[config.mk]
export PLATFORM = sky130hd
export DESIGN_NAME = mem_bus_manager
export DESIGN_NICKNAME = d
export VERILOG_FILES = /design/src/rtl/mem_bus_manager.sv
export SDC_FILE = /design/constraint.sdc
export NUM_CORES = 1
export LEC_CHECK = 0
export CAP_MARGIN = 30
export CORE_UTILIZATION = 35
export DETAILED_ROUTE_END_ITERATION = 12
export PLACE_DENSITY = 0.77
export SYNTH_ARGS = -nofsm -noshare
export SYNTH_HDL_FRONTEND = slang
export SYNTH_SLANG_ARGS = --single-unit
[constraint.sdc]
create_clock -name clk -period 1.5 [get_ports clk]
set_input_delay 0.3 -clock clk [delete_from_list [all_inputs] [get_ports clk]]
set_output_delay 0.3 -clock clk [all_outputs]
set_load 0.02 [all_outputs]
[src/rtl/mem_bus_manager.sv]
// Runs one controller request at a time as a Wishbone classic bus cycle. It returns the
// read data with a done pulse and aborts any cycle whose ack does not arrive in TIMEOUT cycles.
module mem_bus_manager #(
  parameter int ADDR_W  = 32,
  parameter int DATA_W  = 32,
  parameter int TIMEOUT = 16
) (
  input  logic                clk,
  input  logic                rst,
  input  logic [ADDR_W-1:0]   address_in,
  input  logic [DATA_W-1:0]   data_in,
  input  logic [DATA_W/8-1:0] byte_sel,
  input  logic                read_req,
  input  logic                write_req,
  output logic                bus_full,
  output logic [DATA_W-1:0]   data_out,
  output logic                done,
  output logic                err,
  output logic [ADDR_W-1:0]   wb_adr_o,
  output logic [DATA_W-1:0]   wb_dat_o,
  output logic [DATA_W/8-1:0] wb_sel_o,
  output logic                wb_we_o,
  output logic                wb_cyc_o,
  output logic                wb_stb_o,
  input  logic [DATA_W-1:0]   wb_dat_i,
  input  logic                wb_ack_i
);

  localparam int SEL_W = DATA_W / 8;
  localparam int CNT_W = (TIMEOUT > 2) ? $clog2(TIMEOUT) : 1;
  localparam logic [CNT_W-1:0] CNT_LAST = CNT_W'(TIMEOUT - 1);

  typedef enum logic [1:0] {
    IDLE = 2'd0,
    BUSY = 2'd1,
    RESP = 2'd2
  } state_e;

  state_e              state_q, state_d;
  logic                bus_full_q, bus_full_d;
  logic                done_q, done_d;
  logic                err_q, err_d;
  logic                cyc_q, cyc_d;
  logic                stb_q, stb_d;
  logic                we_q, we_d;
  logic [ADDR_W-1:0]   adr_q, adr_d;
  logic [DATA_W-1:0]   dat_q, dat_d;
  logic [SEL_W-1:0]    sel_q, sel_d;
  logic [DATA_W-1:0]   data_out_q, data_out_d;
  logic [CNT_W-1:0]    cnt_q, cnt_d;

  // Handshake: a request is accepted on any IDLE edge where read_req|write_req is high.
  // bus_full marks the BUSY/RESP window, and requests raised during it are not sampled.
  always_comb begin
    state_d    = state_q;
    bus_full_d = bus_full_q;
    done_d     = 1'b0;
    err_d      = 1'b0;
    cyc_d      = cyc_q;
    stb_d      = stb_q;
    we_d       = we_q;
    adr_d      = adr_q;
    dat_d      = dat_q;
    sel_d      = sel_q;
    data_out_d = data_out_q;
    cnt_d      = cnt_q;

    unique case (state_q)
      IDLE: begin
        bus_full_d = 1'b0;
        if (read_req || write_req) begin
          adr_d      = address_in;
          dat_d      = data_in;
          sel_d      = byte_sel;
          we_d       = write_req & ~read_req;
          cyc_d      = 1'b1;
          stb_d      = 1'b1;
          bus_full_d = 1'b1;
          cnt_d      = '0;
          state_d    = BUSY;
        end
      end
      BUSY: begin
        // An ack on the expiry edge still completes the cycle normally.
        if (wb_ack_i) begin
          if (!we_q) data_out_d = wb_dat_i;
          cyc_d   = 1'b0;
          stb_d   = 1'b0;
          done_d  = 1'b1;
          state_d = RESP;
        end else if (cnt_q == CNT_LAST) begin
          cyc_d      = 1'b0;
          stb_d      = 1'b0;
          done_d     = 1'b1;
          err_d      = 1'b1;
          data_out_d = '0;
          state_d    = RESP;
        end else begin
          cnt_d = cnt_q + CNT_W'(1);
        end
      end
      RESP: begin
        bus_full_d = 1'b0;
        state_d    = IDLE;
      end
      default: begin
        bus_full_d = 1'b0;
        cyc_d      = 1'b0;
        stb_d      = 1'b0;
        state_d    = IDLE;
      end
    endcase
  end

  always_ff @(posedge clk) begin
    if (!rst) begin
      state_q    <= IDLE;
      bus_full_q <= 1'b0;
      done_q     <= 1'b0;
      err_q      <= 1'b0;
      cyc_q      <= 1'b0;
      stb_q      <= 1'b0;
      we_q       <= 1'b0;
      adr_q      <= '0;
      dat_q      <= '0;
      sel_q      <= '0;
      data_out_q <= '0;
      cnt_q      <= '0;
    end else begin
      state_q    <= state_d;
      bus_full_q <= bus_full_d;
      done_q     <= done_d;
      err_q      <= err_d;
      cyc_q      <= cyc_d;
      stb_q      <= stb_d;
      we_q       <= we_d;
      adr_q      <= adr_d;
      dat_q      <= dat_d;
      sel_q      <= sel_d;
      data_out_q <= data_out_d;
      cnt_q      <= cnt_d;
    end
  end

  assign bus_full = bus_full_q;
  assign done     = done_q;
  assign err      = err_q;
  assign data_out = data_out_q;
  assign wb_adr_o = adr_q;
  assign wb_dat_o = dat_q;
  assign wb_sel_o = sel_q;
  assign wb_we_o  = we_q;
  assign wb_cyc_o = cyc_q;
  assign wb_stb_o = stb_q;

endmodule
# Yosys cells after proc, flatten, opt, wreduce, memory -nomap -nowiden
# Index checks and enable logic that the tools add are counted.
# totals
in_bits	105
regBits	111
elab_cells	55
# op_classes
reduce_logical	11
bitwise_logic	5
mux	19
n_addsub	1
eq_ne	8
# ops
cell	n
32-bit two-way mux	3
4-bit two-way mux	3
2-bit inequality test, second input constant	4
4-bit case mux with 2 select lines	1
1-bit two-way mux	6
2-bit two-way mux	3
2-bit AND reduction	3
3-bit AND reduction	2
4-bit by 1-bit adder with 4-bit output, second input constant	1
4-bit == test, second input constant	1
1-bit inverter	4
2-bit case mux with 2 select lines	1
4-bit AND reduction	1
2-bit nonzero test	2
3-bit inequality test, second input constant	1
1-bit case mux with 3 select lines	1
3-bit OR reduction	1
2-bit by 1-bit == test with 1-bit output, second input constant	1
2-bit == test, second input constant	1
2-bit logical NOT	1
1-bit case mux with 2 select lines	1
1-bit AND	1
1-bit logical OR	1

# Depth between registers and ports, before layout
# Gate-level depths: netlist of run 1.
# depth
ltp_word	4
ltp_mapped	7
depth_no_buf	5

# Least setup slack after synthesis of run 1
# OpenSTA, ideal clock, no wires.
# synth_timing
path_kind	register to register
from	register cnt_q[0]
to	register data_out_q[10], in the netlist data_out[10]
slack_ns	0.050
n_path_buf	1
t_arrival_ns	1.333
setup_ns	0.117
path_stages_with_launch	6
period_less_slack_ns	1.450
path_cell_list	dfxtp_1 ha_1 a31oi_2 o21a_1 buf_6 a22o_1
# synth_via
elab_chain_len	3
# synth_rtl
item	line	source
start, declared	50	logic [CNT_W-1:0] cnt_q, cnt_d;
start signal, assigned	141	cnt_q <= cnt_d;
4-bit == test	91	end else if (cnt_q == CNT_LAST) begin
2-bit nonzero test (no line)	--	
3-bit AND reduction (no line)	--	
end signal, assigned	140	data_out_q <= data_out_d;
end, declared	49	logic [DATA_W-1:0] data_out_q, data_out_d;
# Every way passes these cells.
# A chain may end at the register's enable or synchronous reset.

# Final worst setup path of run 1
# layout_timing
from	register cnt_q[0]
to	register data_out_q[18], in the netlist data_out[18]
# The elaborated chain is that of the path after synthesis.

==> flow_summary.yaml, run 1 <==
global_routing:
  grt_max_degree: 45
  grt_antenna_before_repair: 0
  grt_pass1_vias: 3570
  grt_pass1_wl_mm: 17.0
  grt_use_total: 0.189
  overflow: 0
run_status:
  status: "completed"
floorplanning:
  die_area_mm2: 0.0113
  num_rows: 37
  start_util: 0.365
  design.core.area_mm2: 0.0104
  die_w_um: 106
  die_h_um: 106
  io_pins: 211
logic_synthesis:
  ys_ff_latch: 111
  ys.flop_type: "dfxtp_1"
  yosys.area.top_type: "dfxtp_1"
  synth_area_leaders: "dfxtp_1 59%, nand2_1 14%, a21oi_1 9.6%"
  synth_top_area_share: 0.585
  synth_cell_types: 28
  synthCells: 417
  async_flop_share: 0
  syn_nets: 523
  yosysSeqAreaShare: 0.585
  synthesis.area_mm2: 0.00380
  synth_edf_count: 0
  synth.yosys.warnings: 0
  synth_top_cells_by_count: "140 x nand2_1, 111 x dfxtp_1, 73 x a21oi_1"
  syn_area_per_cell_um2: 9.11
  yosysMostFrequentCell: "nand2_1"
worst_setup_path:
  path_class: "flop to flop"
  max_stage_delay_ns: 0.37
  cp_max_fo: 12
  end_kind: "flop"
  worstPathRequired_ns: 1.76
  critPathArrivalTime_ns: 1.68
  slowest_stage: "dfxtp_2"
  path_cells: "ha_2, a31oi_2, o21a_1, buf_4, a22o_1"
  crit_path_start_kind: "flop"
power:
  leakage_uw: 0.00283
  finalPower_uw: 6390
  peakVddDrop_mv: 0.618
  netSwitchingPower_uw: 1930
  pwr-share-clk: 0.276
  combPwrFrac: 0.216
  sw_frac_of_total: 0.302
  pwr-share-seq: 0.508
  power.density_mw_per_mm2: 1030
  p_int_uw: 4460
timing:
  tightest_slew_ns: 0.259
  layout_min_cycle_time_ns: 1.42
  finalHoldViolCount: 0
  setup_viol: 0
  finalCritPeriodShare: 0.949
  fmax_mhz: 703
  clock_skew_ns: 0.0157
  slew_headroom: 0.826
  setup_slack_ns: 0.0772
  rsz0062_at_grt: "false"
  drv_slew: 0
cts:
  cts_root_buf: "clkbuf_8"
  path_clk_slew_ns: 0.11
  postCtsHoldBufs: 0
  cts-buffers-inserted: 9
  clock_path_buffers: 2
  htreeDepth: 3
  clock_sinks: 111
  cts_tree: "built"
  insertion_delay_ns: 0.37
job:
  maxCapViolCount: 0
routing:
  ant_nets: 0
  drt_iter0_drc: 159
  drt-pass1-iter-count: 6
  vias_per_cell: 4.77
  routedWlPerCell_um: 14.0
  wl_mm: 10.7
  vias: 3657
  drc: 0
placement:
  post-place-ws_ns: -0.187
  dpl_cell_area_mm2: 0.00609
  dp_hpwl_mm: 7.88
  place_congestion: 0.765
  dp.cells: 748
  io_buffers: 210
layout:
  fill_cells: 960
  antenna_cells: 0
  fin_cells: 766
  final_area_mm2: 0.00619
  area_growth_syn_to_layout_pct: 63.0
  drive_gt1_frac: 0.0746
  fin_nets: 731
hold_path:
  hold_class: "flop to flop"
## layer usage
metal,track usage,share of wire
met4,0.0734,0.023
met5,0,0
met1,0.220,0.40
met3,0.0546,0.078
met2,0.327,0.50
## cells in the final DEF, fill, tap and decap left out, types with 2 or more instances in the layout
cell type	synthesis	layout
a21oi_1	73	73
nand3_1	4	4
clkinv_8	0	2
a22o_1	32	32
buf_12	0	6
clkinv_4	0	3
nor2_1	5	4
clkbuf_8	0	9
dfxtp_1	111	109
buf_4	3	11
dfxtp_2	0	2
dlygate4sd2_1	0	106
clkdlybuf4s50_1	0	104
nand2_1	140	139
## worst max-delay path, delay by kind of cell, from the launching register on
kind | cells | cell delay (ns)
flip-flops | 1 | 0.37
AO/OA/AOI/OAI | 3 | 0.56
adder cells (fa/ha/maj) | 1 | 0.21
buffers and inverters | 1 | 0.18
## final timing paths
check | startpoint | endpoint | slack, ns | depth (start not counted)
hold reg to reg | wb_dat_o[18]$_SDFFE_PN0P_ | wb_dat_o[18]$_SDFFE_PN0P_ | 0.46 | 2
hold / removal | wb_dat_o[18]$_SDFFE_PN0P_ | wb_dat_o[18]$_SDFFE_PN0P_ | 0.46 | 2
setup / recovery | cnt_q[0]$_SDFFE_PN0P_ | data_out[18]$_SDFFE_PN0P_ | 0.08 | 5
setup reg to reg | cnt_q[0]$_SDFFE_PN0P_ | data_out[18]$_SDFFE_PN0P_ | 0.08 | 5
## per-stage QoR
| stage | TNS [ns] | hold WS [ns] | util |
|---|---|---|---|
| after floorplan | 0 | 0.378 | - |
| after global placement | -10.50 | 0.431 | 0.585 |
| after detailed placement | -12.59 | 0.440 | 0.585 |
| after CTS | 0 | 0.448 | 0.592 |
| after global routing | 0 | 0.450 | 0.594 |
| final | 0 | 0.456 | 0.594 |
## registers in the layout (all words and copies together), names as in the netlist
register  cells
wb_dat_o     32
wb_stb_o      1
done          1
wb_sel_o      4
wb_adr_o     32
wb_we_o       1
cnt_q         4
err           1
state_q       2
data_out     32
bus_full      1
## cell type report
cell class	instances	area (um2)	area share
Multi-Input combinational cell	273	1400	0.226
Sequential cell	111	2220	0.359
Inverter	2	7.51	0.00121
Clock inverter	7	78.8	0.0127
Clock buffer	9	124	0.0200
Tap cell	136	170	0.0275
Timing Repair Buffer	228	2180	0.353
## power groups by stage
| stage | sequential (uW) | clock (uW) | combinational [uW] |
|---|---|---|---|
| 6_report | 3240 | 1760 | 1380 |
| 5_1_grt | 3270 | 1950 | 1490 |
| 4_1_cts | 3250 | 1830 | 1380 |
| 3_5_place_dp | 3320 | 0 | 1520 |
| 3_3_place_gp | 3310 | 0 | 1490 |
| 2_1_floorplan | 3550 | 0 | 450 |
## cells by family after synthesis
kind of cell             after synthesis  share of synthesized area
AO/OA/AOI/OAI                        115                      0.191
XOR/XNOR                               1                    0.00231
flip-flops                           111                      0.585
AND/OR/NAND/NOR                      155                      0.163
adder cells (fa/ha/maj)                1                    0.00329
multiplexers                           1                    0.00297
buffers and inverters                 33                     0.0517
## repair_timing
| item | CTS | global route |
|---|---|---|
| setup endpoints to repair | 119 | 66 |
| resized for setup | 108 | 5 |
| buffers inserted | 0 | 2 |
(Power assumes the default switching activity.)
==> run 2, diff against run 1 <==
--- a/config.mk
+++ b/config.mk
@@ -6,9 +6,10 @@
 export NUM_CORES = 1
 export LEC_CHECK = 0
 export CAP_MARGIN = 30
-export CORE_UTILIZATION = 35
+export CORE_UTILIZATION = 40
 export DETAILED_ROUTE_END_ITERATION = 12
-export PLACE_DENSITY = 0.77
+export DONT_BUFFER_PORTS = 1
+export RECOVER_POWER = 50
 export SYNTH_ARGS = -nofsm -noshare
 export SYNTH_HDL_FRONTEND = slang
 export SYNTH_SLANG_ARGS = --single-unit
==> flow_summary.yaml, run 2 (synthesis gave the netlist of run 1 again) <==
worst_setup_path:
  critPathArrivalTime_ns: 1.70
  end_kind: "flop"
  reg2reg_to: "data_out[0]$_SDFFE_PN0P_"
  rrSetupSlack_ns: 0.06
  reg2regPathDepth: 5
  path_class: "flop to flop"
  worstPathRequired_ns: 1.76
  r2r_start: "cnt_q[0]$_SDFFE_PN0P_"
  crit_path_start_kind: "flop"
  cp_max_fo: 22
timing:
  rsz0062_at_grt: "true"
  layout_min_cycle_time_ns: 1.44
  tightest_slew_ns: 0.431
  drv_slew: 0
  finalHoldViolCount: 0
  whs_ns: 0.0266
  finalCritPeriodShare: 0.962
  slew_headroom: 0.712
  setup_tns_ns: 0
  setup_viol: 0
  clock_skew_ns: 0.0103
  fmax_mhz: 693
layout:
  final_area_mm2: 0.00409
  layout_common_cells: "140 x nand2_1, 110 x dfxtp_1, 73 x a21oi_1"
  antenna_cells: 0
  area_growth_syn_to_layout_pct: 7.58
  fin_cells: 527
  fill_cells: 930
  fin_nets: 517
  drive_gt1_frac: 0.0913
  multiInputGateArea_mm2: 0.00139
  ff_latch_area_mm2: 0.00222
  final_common_cell: "nand2_1"
global_routing:
  grt_use_total: 0.169
  grt_pass1_vias: 2751
  overflow: 0
  grt_max_degree: 75
  grt_pass1_wl_mm: 13.3
  grt_antenna_before_repair: 0
hold_path:
  hold_class: "input pin to flop"
  hold_path_depth: 1
  whs_endpoint: "wb_we_o$_SDFFE_PN0P_"
  min_from: "read_req"
routing:
  drt-pass1-iter-count: 4
  vias: 2838
  drc: 0
  vias_per_cell: 5.39
  wl_mm: 8.72
  drt_iter0_drc: 77
  ant_nets: 0
  routedWlPerCell_um: 16.5
power:
  peakVddDrop_mv: 0.463
  power.density_mw_per_mm2: 1400
  leakage_uw: 0.00159
  finalPower_uw: 5730
job:
  maxCapViolCount: 0
floorplanning:
  start_util: 0.413
  die_area_mm2: 0.00989
  design.core.area_mm2: 0.00920
  die_w_um: 99.4
  io_pins: 211
  num_rows: 35
  die_h_um: 99.4
cts:
  path_clk_slew_ns: 0.10
  clock_sinks: 111
  cts-buffers-inserted: 9
  insertion_delay_ns: 0.36
  htreeDepth: 3
  cts_root_buf: "clkbuf_8"
  clock_path_buffers: 2
  cts_tree: "built"
run_status:
  status: "completed"
placement:
  dp_hpwl_mm: 5.83
  place_congestion: 0.734
  io_buffers: 0
  dpl_cell_area_mm2: 0.00389
  dp.cells: 510
run 2: cell count changes in the layout (fill, tap and decap cells not counted), sizes merged:
cell           previous run  this run
inv                       4         6
dlygate4sd3               0         1
buf                      18        12
clkbuf                    9        10
clkdlybuf4s50           104         0
clkinv                    5         3
dlygate4sd2             106         0
run 2: area by class of cell:
| class | count | area share |
|---|---|---|
| flip-flops and latches | 111 | 0.544 |
| multi-input cells | 273 | 0.340 |
| repair buffers | 14 | 0.0364 |
| well taps | 111 | 0.0340 |
| clock buffers | 9 | 0.0303 |
| clock inverters | 7 | 0.0129 |
| inverters | 2 | 0.00184 |
run 2: report_power, final:
| part | switching [uW] | internal (uW) |
|---|---|---|
| logic | 342 | 206 |
| registers | 382 | 3150 |
| clock network | 1020 | 627 |
| total | 1750 | 3980 |
run 2: worst max path at each step:
stage / start / endpoint / slack (ns) / depth (start not counted)
floorplan: cnt_q[0]$_SDFFE_PN0P_ / data_out[10]$_SDFFE_PN0P_ / 0.05 / 5
global placement: cnt_q[1]$_SDFFE_PN0P_ / data_out[24]$_SDFFE_PN0P_ / 0.07 / 5
detailed placement: cnt_q[1]$_SDFFE_PN0P_ / data_out[30]$_SDFFE_PN0P_ / 0.01 / 5
CTS: cnt_q[1]$_SDFFE_PN0P_ / data_out[28]$_SDFFE_PN0P_ / 0.01 / 5
global route: state_q[1]$_SDFFE_PN0P_ / wb_adr_o[5]$_SDFFE_PN0P_ / -0.0006 / 5
finish: cnt_q[0]$_SDFFE_PN0P_ / data_out[0]$_SDFFE_PN0P_ / 0.06 / 5
run 2: per-layer routing:
layer / GRT usage / vias up / part of all wire
li1: - / 1384 / -
met1: 0.182 / 1294 / 0.39
met2: 0.292 / 144 / 0.48
met3: 0.0647 / 16 / 0.11
met4: 0.0826 / 0 / 0.020
met5: 0 / - / 0
run 2: worst max-delay path: stages (launching register included):
cell	delay [ns]
dfxtp_1	0.36
ha_2	0.21
a31oi_1	0.13
o21a_1	0.23
buf_6	0.17
a22o_1	0.24
run 2: what timing repair did:
item | 4_1_cts | 5_1_grt
gates cloned | 0 | 0
setup buffers | 0 | 0
resized for setup | 1 | 4
hold endpoints to repair | 1 | 0
setup endpoints to repair | 2 | 78
hold buffers | 1 | 0
run 2: per-stage QoR:
| stage | utilization | setup slack (ns) |
|---|---|---|
| floorplan | - | 0.0503 |
| global placement | 0.424 | 0.0725 |
| detailed placement | 0.424 | 0.0132 |
| CTS | 0.444 | 0.0144 |
| global route | 0.444 | -0.000597 |
| finish | 0.444 | 0.0567 |
